==> config.mk <==
export PLATFORM = sky130hd
export DESIGN_NAME = ccff_chain_loader
export DESIGN_NICKNAME = d
export VERILOG_FILES = /design/src/rtl/ccff_chain_loader.sv
export SDC_FILE = /design/constraint.sdc
export NUM_CORES = 1
export LEC_CHECK = 0
export ABC_AREA = 1
export ABC_CLOCK_PERIOD_IN_PS = 9600
export CAP_MARGIN = 20
export CORE_UTILIZATION = 35
export DETAILED_ROUTE_END_ITERATION = 12
export PLACE_DENSITY = 0.59
export SLEW_MARGIN = 10
export SYNTH_ARGS = -nofsm -noshare
export SYNTH_HDL_FRONTEND = slang
export SYNTH_SLANG_ARGS = --single-unit
==> constraint.sdc <==
create_clock -name prog_clk -period 9.6 [get_ports prog_clk]
set_input_delay 2.4 -clock prog_clk [delete_from_list [all_inputs] [get_ports prog_clk]]
set_output_delay 2.4 -clock prog_clk [all_outputs]
set_load 0.1 [all_outputs]
==> src/rtl/ccff_chain_loader.sv <==
// ccff_chain_loader: drives one configuration-chain segment from a word stream.
// Bitstream words are serialized LSB-first onto ccff_head, and the bits leaving
// ccff_tail (the old configuration) are reassembled into readback words.
module ccff_chain_loader #(
  parameter int CHAIN_LEN = 16,
  parameter int WORD_W    = 8,
  parameter int CNT_W     = 16
) (
  input  logic              prog_clk,
  input  logic              pReset,
  input  logic              start,
  input  logic              abort,
  input  logic              s_valid,
  output logic              s_ready,
  input  logic [WORD_W-1:0] s_data,
  output logic              ccff_head,
  output logic              ccff_shift_en,
  input  logic              ccff_tail,
  output logic              rb_valid,
  input  logic              rb_ready,
  output logic [WORD_W-1:0] rb_data,
  output logic              busy,
  output logic              done
);

  localparam int BW = $clog2(WORD_W + 1);
  localparam logic [BW-1:0]    WORD_B = BW'(WORD_W);
  localparam logic [CNT_W-1:0] LEN_C  = CNT_W'(CHAIN_LEN);
  localparam logic [CNT_W-1:0] WORD_C = CNT_W'(WORD_W);

  typedef enum logic [1:0] {IDLE, LOAD, DRAIN} state_t;

  state_t            state, state_n;
  logic [CNT_W-1:0]  cnt, cnt_n, req, req_n, rem;
  logic [WORD_W-1:0] wreg, wreg_n, asm_q, asm_v, asm_n, rb_data_n;
  logic [BW-1:0]     wcnt, wcnt_n, asm_cnt, ac1, asm_cnt_n, eff;
  logic              accept, issue, bitv, flush, xfer, rb_valid_n;

  // Next-state datapath: capture tail bit, move full/final word to holding,
  // pick the next head bit (bypassing a word accepted on this same edge).
  always_comb begin
    accept = s_valid && s_ready;
    cnt_n  = cnt + CNT_W'(ccff_shift_en);

    asm_v = asm_q;
    ac1   = asm_cnt;
    if (ccff_shift_en) begin
      asm_v = asm_q | (WORD_W'(ccff_tail) << asm_cnt);
      ac1   = asm_cnt + BW'(1);
    end
    // A complete word (or the final partial one) may wait in the assembly
    // register until the holding register frees up.
    flush      = (ac1 == WORD_B) || ((cnt_n == LEN_C) && (ac1 != '0));
    xfer       = flush && (!rb_valid || rb_ready);
    asm_n      = xfer ? '0 : asm_v;
    asm_cnt_n  = xfer ? '0 : ac1;
    rb_valid_n = xfer || (rb_valid && !rb_ready);
    rb_data_n  = xfer ? asm_v : rb_data;

    // Only the chain bits still owed are taken from an accepted word.
    rem  = LEN_C - req;
    eff  = (rem < WORD_C) ? BW'(rem) : WORD_B;
    bitv = (wcnt != '0) ? wreg[0] : s_data[0];
    // The issued bit lands next edge; it needs a free assembly slot then.
    issue = (state == LOAD) && ((wcnt != '0) || accept) &&
            (cnt_n < LEN_C) && (asm_cnt_n < WORD_B);

    wreg_n = wreg;
    wcnt_n = wcnt;
    req_n  = req;
    if (accept) begin
      wreg_n = issue ? (s_data >> 1) : s_data;
      wcnt_n = eff - BW'(issue);
      req_n  = req + CNT_W'(eff);
    end else if (issue) begin
      wreg_n = wreg >> 1;
      wcnt_n = wcnt - BW'(1);
    end

    state_n = state;
    case (state)
      IDLE: if (start && !abort) begin
        state_n = LOAD;
        cnt_n   = '0;
        req_n   = '0;
      end
      LOAD:    if (cnt_n == LEN_C) state_n = DRAIN;
      DRAIN:   if ((asm_cnt == '0) && !rb_valid) state_n = IDLE;
      default: state_n = IDLE;
    endcase
  end

  // State and registered outputs; abort outside IDLE clears like a reset.
  always_ff @(posedge prog_clk or posedge pReset) begin
    if (pReset) begin
      state <= IDLE;  cnt <= '0;  req <= '0;
      wreg <= '0;  wcnt <= '0;  asm_q <= '0;  asm_cnt <= '0;
      rb_valid <= 1'b0;  rb_data <= '0;
      s_ready <= 1'b0;  ccff_head <= 1'b0;  ccff_shift_en <= 1'b0;
      busy <= 1'b0;  done <= 1'b0;
    end else if (abort && (state != IDLE)) begin
      state <= IDLE;  cnt <= '0;  req <= '0;
      wreg <= '0;  wcnt <= '0;  asm_q <= '0;  asm_cnt <= '0;
      rb_valid <= 1'b0;  rb_data <= '0;
      s_ready <= 1'b0;  ccff_head <= 1'b0;  ccff_shift_en <= 1'b0;
      busy <= 1'b0;  done <= 1'b0;
    end else begin
      state    <= state_n;
      cnt      <= cnt_n;
      req      <= req_n;
      wreg     <= wreg_n;
      wcnt     <= wcnt_n;
      asm_q    <= asm_n;
      asm_cnt  <= asm_cnt_n;
      rb_valid <= rb_valid_n;
      rb_data  <= rb_data_n;
      ccff_shift_en <= issue;
      if (issue) ccff_head <= bitv;
      s_ready  <= (state_n == LOAD) && (wcnt_n == '0) && (req_n < LEN_C);
      busy     <= (state_n != IDLE);
      done     <= (state == DRAIN) && (state_n == IDLE);
    end
  end

endmodule
==> Word level (Yosys, flattened, before mapping) <==
Index checks and enable logic that the tools add are counted.
{ "classes": {"eq_ne": 5, "mux": 36, "shifts": 1, "reduce_logical": 31, "n_addsub": 6, "n_lt_le_gt_ge": 4, "bitwise_logic": 1} }
{ "op_table": {"columns": ["operator", "count"], "rows": [
  ["$mux 16", 7],
  ["$mux 8", 9],
  ["$lt 16x5->1 const B", 2],
  ["$mux 4", 7],
  ["$add 16x1->16", 1],
  ["$add 16x4->16", 1],
  ["$eq 16x5->1 const B", 1],
  ["$lt 16x4->1 const B", 1],
  ["$sub 5x16->16 const A", 1],
  ["$logic_and 1x1->1", 13],
  ["$logic_not 4->1", 2],
  ["$mux 1", 8],
  ["$mux 2", 4],
  ["$or 8x8->8", 1],
  ["$reduce_bool 2->1", 4],
  ["$reduce_bool 4->1", 2],
  ["$shl 1x4->8", 1],
  ["$pmux 2 s3", 1],
  ["$add 4x1->4 const B", 1],
  ["$eq 2x1->1 const B", 2],
  ["$eq 4x4->1 const B", 1],
  ["$logic_not 2->1", 2],
  ["$logic_or 1x1->1", 4],
  ["$lt 4x4->1 const B", 1],
  ["5 further kinds", 7]
]} }
{ "word_totals": {"wordCells": 98, "reg_bits": 72} }

==> Logic depth before layout (Yosys ltp) <==
Gate-level depths: netlist of the first run.
{ "depth": {"word_depth": 15, "mapped_depth": 28} }

==> Worst setup path after synthesis of the first run <==
No wires, ideal clock.
{ "synth_path": {"path_type": "input to register", "start": "input s_valid", "end": "register s_ready", "stages": 16, "setup_ns": 0.080, "arrival_time_ns": 4.469, "path_slack_ns": 5.051, "cell_sequence": "nand2_1 > inv_1 > o21ai_0 > nand3b_1 > nor3_2 > a21boi_4 > ha_1 > ha_1 > inv_1 > a21oi_1 > o21ai_0 > nand2_1 > nand2_1 > nor2_1 > nand3_1 > nor3_2"} }
{ "synth_between": {"elab_chain_cells": 11, "word_cells_on_any_way": 16, "cone_classes": "add/sub (1); order compare (1); mux (6); reduce/logical (8)"} }
{ "synth_rtl": {"columns": ["element", "line", "text"], "rows": [
  ["start: declaration", "13", "input logic s_valid,"],
  ["$logic_and 1x1->1 *", "42", "accept = s_valid && s_ready;"],
  ["$logic_or 1x1->1", "65", "issue = (state == LOAD) && ((wcnt != '0) || accept) &&"],
  ["$logic_and 1x1->1 (2 in series)", "65", null],
  ["$logic_and 1x1->1", "66", "(cnt_n < LEN_C) && (asm_cnt_n < WORD_B);"],
  ["$sub 4x1->4 or $mux 4 (tied branches)", "73, 75", null],
  ["$mux 4", "71", "if (accept) begin"],
  ["$logic_not 4->1", "119", "s_ready <= (state_n == LOAD) && (wcnt_n == '0) && (req_n < LEN_C);"],
  ["$logic_and 1x1->1", "119", null],
  ["$logic_and 1x1->1 *", "119", null],
  ["$mux 1 *", "101", "end else if (abort && (state != IDLE)) begin"],
  ["end signal: assignment", "119", null],
  ["end: declaration", "14", "output logic s_ready,"]
]} }
Every way passes the cells marked *; elsewhere a longest branch is shown, timed or not.
A chain may end at the register's enable or synchronous reset.

==> Worst setup path in the final report of the first run <==
Same ends and word-level chain as after synthesis.

==> results of run 1 <==
-- layout make-up --
cell class | instances | area share
well taps | 168 | 0.0401
multi-input cells | 450 | 0.442
flip-flops and latches | 72 | 0.344
clock buffers | 11 | 0.0444
repair buffers | 30 | 0.0563
inverters | 81 | 0.0582
clock inverters | 5 | 0.0155
-- metal layers --
metal	GRT usage	up-vias
li1	-	2034
met1	0.215	1840
met2	0.303	87
met3	0.0401	12
met4	0.0701	0
met5	0	-
-- cell usage in the layout (no fill, tap or decap), types with 5 or more instances in the layout --
cell,n
nor3_1,15
a21oi_1,27
nand2_1,129
inv_1,78
clkbuf_16,9
nand2_2,7
o21ai_0,27
nor2_1,113
dfrtp_1,72
ha_1,9
nor2_2,7
xor2_1,10
clkdlybuf4s50_1,28
nand4_1,8
o22ai_1,5
nand3_1,46
-- logic make-up after synthesis --
family	synth area share
and+or+nand+nor	0.352
buffers and inverters	0.0823
DFF	0.402
adders and majority gates	0.0251
xor gates and xnor gates	0.0324
AOI/OAI and AO/OA	0.107
-- registers in the layout (all words and copies together) (netlist names) --
| signal | flops |
|---|---|
| rb_valid | 1 |
| cnt | 16 |
| asm_cnt | 4 |
| s_ready | 1 |
| state | 2 |
| wcnt | 4 |
| rb_data | 8 |
| ccff_head | 1 |
| busy | 1 |
| wreg | 8 |
| req | 16 |
| asm_q | 8 |
| ccff_shift_en | 1 |
| done | 1 |
-- worst max-delay path: cells and delay by family --
| kind | cells | cell delay, ns |
|---|---|---|
| and+or+nand+nor | 8 | 1.41 |
| AOI/OAI and AO/OA | 4 | 0.83 |
| adders and majority gates | 2 | 0.39 |
| buffers and inverters | 3 | 1.22 |
-- report_power, final --
group	total, W	switching (W)	internal (W)
registers	0.000391	0.0000372	0.000354
logic	0.000632	0.000444	0.000188
clock network	0.000357	0.000129	0.000228
-- how the worst max path moves through the flow --
stage | startpoint | to | cells after the start
after global placement | s_valid | s_ready | 17
after detailed placement | s_valid | s_ready | 17
final | s_valid | s_ready | 17
after floorplan | s_valid | s_ready | 16
after CTS | s_valid | s_ready | 17
after global routing | s_valid | s_ready | 17
-- metrics by stage --
step / setup WS (ns) / hold WS, ns
global placement: 3.34 / 0.478
floorplan: 5.05 / 0.462
detailed placement: 3.21 / 0.485
global route: 3.08 / 0.516
finish: 3.59 / 0.492
CTS: 3.55 / 0.496
==> results.ini, run 1 <==
[timing]
hold_viol=0
drv_slew=0
tns_ns=0
rsz0062_at_grt=no
final.min_clock_period_ns=6.01
worst_slew_pin_slew_ns=0.971
period_share=0.626
relSlewSlack=0.351
max_freq_ghz=0.167
setup_viol=0
skew_ns=0.00623

[clock_network]
postCtsHoldBufs=0
path_clk_slew_ns=0.06
post_cts_resized=0
cts_tree=built
cts_num_sinks=72
clock_path_buffers=2
worstSkewPairLatency_ns=0.33
post_cts.repair.setup_buffers=0
cts_buffers=9
cts_root_buf=clkbuf_16
htreeDepth=3

[route]
wl_met2_um=5220
vias_per_cell=4.86
m1WireLength_um=4820
met3_length_um=375
drtIter0Drc=334
top_layer=met4
vias=3973
antenna_left=0
drt_wl_total_um=10600
wl_per_cell_um=12.9
route.detailed.drc=0
first_pass_iters=4

[floorplan]
die-area_um2=13300
coreArea_um2=12300
die_x_um=115
ios=29
die_h_um=115
row_count=40
initial_core_util=0.366

[min_path]
holdCritPathClass=reg2reg
holdPathStages=2
min_to=asm_q[7]
min_from=asm_q[7]

[finish]
utilization=0.427
stdcell_count=817
fin_area_um2=5240
syn2layout_area_growth_pct=16.8
multiInputGateArea_um2=2310
fin_nets=668
regArea_um2=1800
antenna_cells=0
layout-drive-gt1-share=0.0817
fillers=1256

[logic_synthesis]
synth-seq-cells=72
yosys_warnings=0
yosys.area.top_type=dfrtp_1
synth.most_common_cell=nand2_1
syn_avg_cell_area_um2=7.28
syn_nets=640
postSynth.asyncResetShare=1.00
synthTopCellsByCount=nand2_1 (129), nor2_1 (113), inv_1 (79), dfrtp_1 (72), nand3_1 (46)
ys_seq_area_frac=0.402
synth.distinct_cells=46
synth_area_um2=4490
netlist_instances=616
ys.flop_type=dfrtp_1
synth_top_area_frac=0.402
synth_edf_count=0
synthTopCellsByArea=dfrtp_1 (40%), nand2_1 (11%), nor2_1 (9.5%)

[pwr]
p_per_area_nw_per_um2=263
ir_drop_mv=0.120
p_leak_nw=2.59
p_total_w=0.00138

[worst_setup_path]
cp-start-kind=input port
required_ns=9.85
slowest_stage=inv_1
r2r_end=s_ready
crit_arrival_ns=6.26
crit_chain=clkdlybuf4s50_1 -> nand2_1 -> inv_1 -> o21ai_0 -> nand3b_1 -> nor3_2 -> a21boi_4 -> ha_1 -> ha_1 -> inv_1 -> a21oi_1 -> o21ai_0 -> nand2_1 -> nand2_1 -> nor2_1 -> nand3_1 -> nor3_2
crit_fanout=24
critical_path_class=in2reg
cp_common_cell=nand2_1
r2r_cells=16
endpoint_kind=flip-flop
max_stage_delay_ns=0.73
reg2reg_slack_ns=5.70
r2r-start=s_ready

[placement]
postPlaceCellArea_um2=4930
gp_congestion=0.886
dp_cells=801
portBuffers=28
hpwl_um=7750

[flow_run]
drv_cap=0

[grt]
overflow=0
antenna_found_initial=0
grt_max_degree=73
grt_usage=0.177
grt_pass1_vias=4036
grt_pass1_wl_um=18300

[status]
status=finished clean

(Power assumes the default switching activity.)
==> inputs of run 2 (changes only) <==
ABC_CLOCK_PERIOD_IN_PS = 6300   (was 9600)
clock period = 6.3 ns   (was 9.6 ns; I/O delays follow)
==> run 2 against run 1 <==
- clock-buffer cell count fell by 2
- total power up 49%
- core utilization down 0.10 points
- final cell count rose by 0.24%
- non-clock buffer count is 2 higher
- setup slack worse by 1.8 ns
- clock skew grew 0.0028 ns
- clock power up 39%
- critical path type unchanged
- design area fell by 0.24%
==> results.ini, run 2 (synthesized netlist as in run 1, its figures left out) <==
[pwr]
p_per_area_nw_per_um2=394
p_leak_nw=2.59
ir_drop_mv=0.215
p_total_w=0.00206

[worst_setup_path]
crit_arrival_ns=4.78
required_ns=6.55
endpoint_kind=flip-flop
r2r_cells=24
crit_fanout=24
critPathLaunch=s_valid
cp-start-kind=input port
r2r_end=s_ready
reg2reg_slack_ns=2.56
critical_path_class=in2reg
endpoint=s_ready
r2r-start=ccff_shift_en

[route]
vias_per_cell=4.92
route.detailed.drc=0
first_pass_iters=5
antenna_left=0
wl_per_cell_um=12.9
drtIter0Drc=358
vias=4032
drt_wl_total_um=10600

[finish]
final_cell_mix=nand2_1 (129), nor2_1 (113), inv_1 (78)
fin_nets=670
fillers=1238
antenna_cells=0
stdcell_count=819
layout-drive-gt1-share=0.0876
syn2layout_area_growth_pct=16.6
largestRegisters=cnt x16, req x16
layout_commonest_cell=nand2_1

[floorplan]
die_x_um=115
coreArea_um2=12300
die_h_um=115
die-area_um2=13300
ios=29
initial_core_util=0.366
row_count=40

[timing]
hold_viol=0
setup_viol=0
whs_ns=0.493
relSlewSlack=0.354
final.min_clock_period_ns=4.53
layout_setup_ws_ns=1.77
rsz0062_at_grt=no
tns_ns=0
drv_slew=0
max_freq_ghz=0.221
period_share=0.719
worst_slew_pin_slew_ns=0.966
skew_ns=0.00902

[flow_run]
drv_cap=0

[min_path]
min_from=asm_q[2]
holdPathStages=2
holdCritPathClass=reg2reg

[clock_network]
path_clk_slew_ns=0.06
cts_buffers=9
clock_path_buffers=2
htreeDepth=3
worstSkewPairLatency_ns=0.33
postCtsHoldBufs=0
cts_root_buf=clkbuf_16
post_cts_resized=0
cts_tree=built
post_cts.repair.setup_buffers=0
cts_num_sinks=72

[placement]
portBuffers=28
gp_congestion=0.862
hpwl_um=7810
dp_cells=803
place_ws_ns=1.45

[grt]
grt_usage=0.172
grt_max_degree=46
overflow=0
grt_pass1_wl_um=18000
antenna_found_initial=0
grt_pass1_vias=3819

[status]
status=finished clean

==> run 2: cell count changes in the layout (fill, tap and decap cells not counted), sizes merged <==
cell,delta
clkbuf,-2
inv,+5
buf,+2
clkinvlp,+1
clkinv,-2
bufinv,-2
==> run 2: cell type report <==
cell class	count	area, um2	area share
inverter	81	305	0.0584
sequential	72	1800	0.345
tap	168	210	0.0402
timing repair buffer	32	310	0.0593
clock buffer	9	225	0.0431
multi-input combinational	450	2310	0.443
clock inverter	7	61.3	0.0117
==> run 2: how the worst min path moves through the flow <==
stage / endpoint / slack, ns
floorplan: asm_q[7] / 0.46
global placement: asm_q[7] / 0.48
detailed placement: asm_q[0] / 0.48
CTS: asm_q[4] / 0.50
global route: asm_q[6] / 0.51
finish: asm_q[2] / 0.49
==> run 2: power breakdown <==
group	leakage (nW)	internal [W]	switching (W)
Combinational	1.46	0.000290	0.000679
Clock	0.135	0.000275	0.000223
Sequential	0.988	0.000539	0.0000555
Total	2.59	0.00110	0.000957
==> run 2: metrics by stage <==
stage	cell area [um2]	util
after floorplan	4490	-
after global placement	4940	0.403
after detailed placement	4940	0.403
after CTS	5230	0.426
after global routing	5230	0.426
final	5230	0.426
==> run 2: per-layer routing <==
metal / up-vias / global-route usage / part of all wire
li1: 2036 / - / -
met1: 1901 / 0.223 / 0.47
met2: 80 / 0.288 / 0.48
met3: 15 / 0.0348 / 0.035
met4: 0 / 0.0511 / 0.015
met5: - / 0 / 0
==> run 2: worst max-delay path, cell delays in order <==
cell             delay, ns
clkdlybuf4s50_1       0.46
nand2_1               0.06
buf_4                 0.21
inv_1                 0.07
buf_4                 0.26
o21ai_0               0.22
nand3b_1              0.22
nor3_2                0.25
a21boi_4              0.30
ha_1                  0.24
ha_1                  0.16
inv_1                 0.04
a21oi_1               0.13
o21ai_0               0.09
nand2_1               0.10
nand2_1               0.05
nor2_1                0.09
nand3_1               0.08
nor3_2                0.17
